**config.mk**
```make
export PLATFORM = sky130hd
export DESIGN_NAME = imem_port_arbiter
export DESIGN_NICKNAME = d
export VERILOG_FILES = /design/src/rtl/imem_port_arbiter.sv
export SDC_FILE = /design/constraint.sdc
export NUM_CORES = 1
export LEC_CHECK = 0
export CORE_AREA = 2 2 102 104
export DETAILED_ROUTE_END_ITERATION = 16
export DIE_AREA = 0 0 104 106
export DONT_BUFFER_PORTS = 1
export PLACE_DENSITY = 0.3
export SETUP_SLACK_MARGIN = 0.2
export SYNTH_ARGS = -nofsm -noshare
export SYNTH_HDL_FRONTEND = slang
export SYNTH_SLANG_ARGS = --single-unit
export TNS_END_PERCENT = 10
```
**constraint.sdc**
```tcl
create_clock -name clk -period 2 [get_ports clk]
set_input_delay 0.4 -clock clk [delete_from_list [all_inputs] [get_ports clk]]
set_output_delay 0.4 -clock clk [all_outputs]
set_load 0.01 [all_outputs]
```
**src/rtl/imem_port_arbiter.sv**
```systemverilog
// Round-robin arbiter sharing a single-port synchronous-read instruction memory between fetch and loader.
// Define IMEM_ARB_STATS_EN to add saturating grant/conflict/error counters.
module imem_port_arbiter #(
  parameter logic [31:0] BASE_ADDR   = 32'h0100_0000,
  parameter int unsigned DEPTH_WORDS = 512
) (
  input  logic        clk,
  input  logic        rst_n,
  input  logic        fetch_req_valid,
  output logic        fetch_req_ready,
  input  logic [29:0] fetch_addr,
  output logic        fetch_rsp_valid,
  output logic [31:0] fetch_rsp_data,
  output logic        fetch_rsp_err,
  input  logic        ld_req_valid,
  output logic        ld_req_ready,
  input  logic        ld_req_we,
  input  logic [29:0] ld_addr,
  input  logic [31:0] ld_wdata,
  input  logic        ld_lock,
  output logic        ld_rsp_valid,
  output logic [31:0] ld_rsp_data,
  output logic        ld_rsp_err,
  output logic [29:0] mem_addr,
  output logic        mem_we,
  output logic [31:0] mem_wdata,
  input  logic [31:0] mem_rdata
`ifdef IMEM_ARB_STATS_EN
  ,
  output logic [31:0] stat_fetch_grants,
  output logic [31:0] stat_ld_grants,
  output logic [31:0] stat_conflicts,
  output logic [31:0] stat_errors
`endif
);

  localparam logic [30:0] LO_W = {1'b0, BASE_ADDR[31:2]};
  localparam logic [30:0] HI_W = LO_W + 31'(DEPTH_WORDS);

  // Compared at 31 bits so the upper bound cannot wrap at the top of the address space.
  function automatic logic in_range(input logic [29:0] addr);
    logic [30:0] a;
    a = {1'b0, addr};
    return (a >= LO_W) && (a < HI_W);
  endfunction

  logic fetch_gnt, ld_gnt, gnt_in_range;
  logic rr_q, rr_d;  // 1 = loader won the last contested grant
  logic fetch_vld_p1_q, fetch_vld_p1_d;
  logic ld_vld_p1_q, ld_vld_p1_d;
  logic we_p1_q, we_p1_d;
  logic err_p1_q, err_p1_d;

  always_comb begin
    fetch_gnt = 1'b0;
    ld_gnt    = 1'b0;
    rr_d      = rr_q;
    if (ld_lock) begin
      ld_gnt = ld_req_valid;
    end else if (fetch_req_valid && ld_req_valid) begin
      fetch_gnt = rr_q;
      ld_gnt    = ~rr_q;
      rr_d      = ~rr_q;
    end else begin
      fetch_gnt = fetch_req_valid;
      ld_gnt    = ld_req_valid;
    end
  end

  assign fetch_req_ready = fetch_gnt;
  assign ld_req_ready    = ld_gnt;

  assign mem_addr     = ld_gnt ? ld_addr : fetch_addr;
  assign gnt_in_range = in_range(mem_addr);
  assign mem_we       = ld_gnt & ld_req_we & gnt_in_range;
  assign mem_wdata    = ld_wdata;

  always_comb begin
    fetch_vld_p1_d = fetch_gnt;
    ld_vld_p1_d    = ld_gnt;
    we_p1_d        = ld_gnt & ld_req_we;
    err_p1_d       = (fetch_gnt | ld_gnt) & ~gnt_in_range;
  end

  // Stage p1: grant bookkeeping, aligned with the memory's read latency
  always_ff @(posedge clk or negedge rst_n) begin
    if (!rst_n) begin
      rr_q           <= 1'b1;
      fetch_vld_p1_q <= 1'b0;
      ld_vld_p1_q    <= 1'b0;
      we_p1_q        <= 1'b0;
      err_p1_q       <= 1'b0;
    end else begin
      rr_q           <= rr_d;
      fetch_vld_p1_q <= fetch_vld_p1_d;
      ld_vld_p1_q    <= ld_vld_p1_d;
      we_p1_q        <= we_p1_d;
      err_p1_q       <= err_p1_d;
    end
  end

  assign fetch_rsp_valid = fetch_vld_p1_q;
  assign fetch_rsp_err   = fetch_vld_p1_q & err_p1_q;
  assign fetch_rsp_data  = (fetch_vld_p1_q && !err_p1_q) ? mem_rdata : 32'h0;
  assign ld_rsp_valid    = ld_vld_p1_q;
  assign ld_rsp_err      = ld_vld_p1_q & err_p1_q;
  assign ld_rsp_data     = (ld_vld_p1_q && !err_p1_q && !we_p1_q) ? mem_rdata : 32'h0;

`ifdef IMEM_ARB_STATS_EN
  function automatic logic [31:0] sat_inc(input logic [31:0] v, input logic en);
    return (en && v != 32'hFFFF_FFFF) ? v + 32'd1 : v;
  endfunction

  logic [31:0] fetch_grants_q, fetch_grants_d;
  logic [31:0] ld_grants_q, ld_grants_d;
  logic [31:0] conflicts_q, conflicts_d;
  logic [31:0] errors_q, errors_d;

  always_comb begin
    fetch_grants_d = sat_inc(fetch_grants_q, fetch_gnt);
    ld_grants_d    = sat_inc(ld_grants_q, ld_gnt);
    conflicts_d    = sat_inc(conflicts_q, (fetch_req_valid & ~fetch_gnt) | (ld_req_valid & ~ld_gnt));
    errors_d       = sat_inc(errors_q, (fetch_gnt | ld_gnt) & ~gnt_in_range);
  end

  always_ff @(posedge clk or negedge rst_n) begin
    if (!rst_n) begin
      fetch_grants_q <= 32'h0;
      ld_grants_q    <= 32'h0;
      conflicts_q    <= 32'h0;
      errors_q       <= 32'h0;
    end else begin
      fetch_grants_q <= fetch_grants_d;
      ld_grants_q    <= ld_grants_d;
      conflicts_q    <= conflicts_d;
      errors_q       <= errors_d;
    end
  end

  assign stat_fetch_grants = fetch_grants_q;
  assign stat_ld_grants    = ld_grants_q;
  assign stat_conflicts    = conflicts_q;
  assign stat_errors       = errors_q;
`endif

endmodule

```
Yosys cells after proc, flatten, opt, wreduce, memory -nomap -nowiden
Index checks and enable logic that the tools add are counted.
{"block": "word_totals", "register_bits": 5, "latchBits": 0, "ramBits": 0, "mem_bits_ro": 0, "out_inout_bits": 133, "elab_cells": 31, "memories": 0}
{"block": "op_classes", "add_sub_neg": 0, "n_mul": 0, "n_div": 0, "n_lt_le_gt_ge": 2, "eq_ne": 0, "shifts": 0, "mux": 7, "n_bitwise": 9, "n_reduce_logical": 8}
{"operator": "32-bit 2-to-1 mux", "count": 2}
{"operator": "30-bit by 23-bit greater-or-equal comparator with 1-bit output, second input constant", "count": 1}
{"operator": "30-bit by 23-bit < comparator with 1-bit output, second input constant", "count": 1}
{"operator": "30-bit 2-to-1 mux", "count": 1}
{"operator": "1-bit AND", "count": 5}
{"operator": "1-bit logical AND", "count": 5}
{"operator": "1-bit 2-to-1 mux", "count": 4}
{"operator": "1-bit NOT", "count": 3}
{"operator": "1-bit zero test", "count": 2}
{"operator": "2-bit AND reduction", "count": 1}
{"operator": "1-bit bitwise OR", "count": 1}

Depth between registers and ports, before layout
{"block": "depth", "ltp_word": 8, "depth_mapped": 4}

Worst setup path before layout
No wires, ideal clock.
{"block": "synth_timing", "path_type": "register to output", "startpoint": "register rr_q", "endpoint": "output port mem_addr[16]", "arrival_ns": 1.292, "setup_slack_ns": 0.308, "stages_incl_launch_ff": 5, "path_buffers": 1, "cell_sequence": "dfstp_2 nand3b_2 nand2_4 buf_6 mux2_2"}
{"block": "synth_between", "elab_chain_cells": 4}
{"element": "start, declared", "line_no": "48", "rtl": "logic rr_q, rr_d;"}
{"element": "start signal, assigned", "line_no": "94", "rtl": "rr_q <= rr_d;"}
{"element": "1-bit NOT", "line_no": "62", "rtl": "ld_gnt = ~rr_q;"}
{"element": "1-bit 2-to-1 mux", "line_no": "60", "rtl": "end else if (fetch_req_valid && ld_req_valid) begin"}
{"element": "1-bit 2-to-1 mux", "line_no": "58", "rtl": "if (ld_lock) begin"}
{"element": "30-bit 2-to-1 mux", "line_no": "73", "rtl": "assign mem_addr = ld_gnt ? ld_addr : fetch_addr;"}
{"element": "end, declared", "line_no": "24", "rtl": "output logic [29:0] mem_addr,"}
Every way passes these cells.

Worst setup path after layout
{"block": "layout_timing", "startpoint": "register rr_q", "endpoint": "output port mem_addr[17]"}
The elaborated chain is that of the path after synthesis.

==> results.cfg <==
[status]
status = completed

[clocking]
root_buffer = clkbuf_8
cts_tree = done
clk_pin_slew_ns = 0.04
cts.sinks = 5
clk_latency_ns = 0.22
cts_inserted_buffers = 3
h-tree-depth = 1
clock_path_buffers = 2

[final_layout]
final_net_count = 286
final_cells = 291
syn2layout_area_growth_pct = 8.749
drive_gt1_frac = 0.3742
diodes = 0
finalInstanceArea_um2 = 1555

[place]
dpl_cell_area_um2 = 1376
portBuffers = 0
dp_hpwl_um = 4164
place_inst = 280
gp_congestion = 0.8310

[timing]
clock.fmax_mhz = 511.9
rsz0062_at_grt = yes
finalSetupViolations = 0
drv_slew = 0
slew_headroom = 0.6676
hold_violations = 0
period_share = 0.9768
max_slew.worst_pin.slew_ns = 0.4941
clock-skew-final_ns = 0.001474
fin_crit_ns = 1.954

[critical_path]
cp-start-kind = flip-flop
arrival_ns = 1.55
critPathBufInv = 1
regToRegSetupSlack_ns = 0.58
cp_top_family = flip-flops
critPathKind = flip-flop to output port
slowest_stage = dfstp_2
cp_cell_sequence = nand3b_4, nand2_8, buf_12, mux2_2
critPathMaxFanout = 10
cpPeakStageDelay_ns = 0.56
cp-end-kind = output port
cp_data_required_time_ns = 1.60

[synth]
synth_area_leaders = and2_1 29%, mux2_2 19%, buf_4 17%
synth_nets = 307
syn_area_per_cell_um2 = 8.080
syn_area_um2 = 1430
yosysUniqueCellTypes = 26
syn_inst = 177
ys_seq_area_frac = 0.08836
yosys_warnings = 0
synth_top_area_frac = 0.2887
synth_top_area_cell = and2_1
ys_ff_latch = 5

[power]
clkPwrFrac = 0.249
power.density_nw_per_um2 = 474.0
p_int_mw = 0.4619
peakVddDrop_v = 0.0001222
swShare = 0.3735
leakage_nw = 0.6091
switchingPower_mw = 0.2754
seqPwrFrac = 0.208
comb_power_share = 0.543

[run]
max-cap-violations = 0

[floorplan]
die_area_um2 = 11020
initial_core_util = 0.1430
fp.dieH_um = 106
rows = 37
die_w_um = 104
io_pins = 263
core_area_um2 = 10000

[grt]
grt.total_usage = 0.07157
overflow = 0
antenna_found_initial = 0
grt_max_degree = 33
grt_pass1_vias = 1227
grt_pass1_wl_um = 6127

[min_path]
hp-class = primary input to asynchronous set/reset pin

[routing]
drt_iter0_markers = 16
first_pass_iters = 4
routedWlPerCell_um = 16.49
detail-route-antenna-nets = 0
vias_per_cell = 4.148
vias = 1207
drcViolationCount = 0
wirelength_um = 4798
-- cells in the mapped netlist --
master	number
o22ai_1	1
a21boi_2	1
nand3b_2	1
a211oi_1	2
nor2b_1	1
and2_1	66
mux2_4	6
nor2_1	4
nor3_1	2
inv_1	3
and2b_1	1
clkbuf_1	6
nor4_1	7
nor3b_2	1
mux2_2	24
nand2_1	3
nand2_4	1
dfrtp_1	4
mux2i_1	1
xnor2_1	1
dfstp_2	1
nand4_1	3
nor4b_2	1
buf_4	32
nor4b_1	1
buf_6	3
-- final timing paths --
check,startpoint,depth (start not counted),to
min reg2reg,rr_q$_DFFE_PN1P_,2,fetch_rsp_valid$_DFF_PN0_
max reg2reg,rr_q$_DFFE_PN1P_,5,err_p1_q$_DFF_PN0_
min,rst_n,0,rr_q$_DFFE_PN1P_
max in group asynchronous,rst_n,1,fetch_rsp_valid$_DFF_PN0_
min in group clk,ld_req_valid,2,rr_q$_DFFE_PN1P_
max,rr_q$_DFFE_PN1P_,4,mem_addr[17]
-- power by group through the flow --
stage,logic (mW),clock network (mW),registers (mW)
2_1_floorplan,0.364,0,0.145
3_3_place_gp,0.338,0,0.151
3_5_place_dp,0.338,0,0.152
4_1_cts,0.358,0.191,0.155
5_1_grt,0.430,0.203,0.158
6_report,0.400,0.184,0.153
-- worst reg2reg max path: cells and delay by family, from the launching register on --
family	cells	cell delay [ns]
mux	1	0.21
simple gates	2	0.27
compound gates	1	0.10
flops	1	0.56
buf+inv	1	0.16
-- final cells by class --
type,instances,area [um^2]
clock buffer,3,41.29
multi-input combinational,128,1040
inverter,3,11.26
sequential,5,127.6
tap,136,170.2
timing repair buffer,15,160.2
clock inverter,1,5.005
fill,1100,8444
-- stage by stage --
step           setup slack [ns]    util  hold WS [ns]  setup TNS [ns]  power [mW]
6_report                0.04636  0.1555       0.02283               0      0.7373
5_1_grt                -0.01928  0.1555       0.01073         -0.2420      0.7909
4_1_cts                 0.02269  0.1479       0.01555               0      0.7039
3_5_place_dp           -0.08866  0.1376        0.1047        -0.08866      0.4897
3_3_place_gp           -0.01915  0.1376        0.1047        -0.01915      0.4895
2_1_floorplan            0.3078       -        0.1044               0      0.5086
-- layout by cell type, fill, tap and decap left out, types with 2 or more instances in the layout --
cell      instances
inv_1             3
dfrtp_1           3
nand4_1           3
mux2_4            9
nor3_1            2
buf_6             4
nor2_1            4
nor4_1            5
nor4_2            2
nand2_1           3
a211oi_1          2
buf_4             8
and2_1           66
mux2_2           21
clkbuf_8          3
-- registers in the layout (all words and copies together) (netlist names) --
register	flops
err_p1_q	1
fetch_rsp_valid	1
ld_rsp_valid	1
rr_q	1
we_p1_q	1
-- routing by layer --
layer	vias up	GRT usage	part of all wire	routed length, um
li1	513	-	-	-
met1	523	0.06388	0.31	1476
met2	163	0.1461	0.54	2584
met3	8	0.02085	0.13	617
met4	0	0.03282	0.025	119
met5	-	0	0	0
-- repair_timing --
action / 4_1_cts / 5_1_grt
setup buffers: 3 / 1
hold buffers: 1 / 0
pin swaps: 1 / 2
gates cloned: 0 / 2
hold endpoints to repair: 4 / 0
endpoints found under the setup margin: 62 / 93
gates resized for setup: 3 / 9
-- cell families after synthesis --
logic type	after synthesis	synth area share
multiplexers	31	0.2590
buffers and inverters	44	0.2152
AO/OA/AOI/OAI	4	0.02275
flip-flops	5	0.08837
XOR/XNOR	1	0.006125
AND/OR/NAND/NOR	92	0.4086
Note: power is estimated with default switching activity, not from simulation.
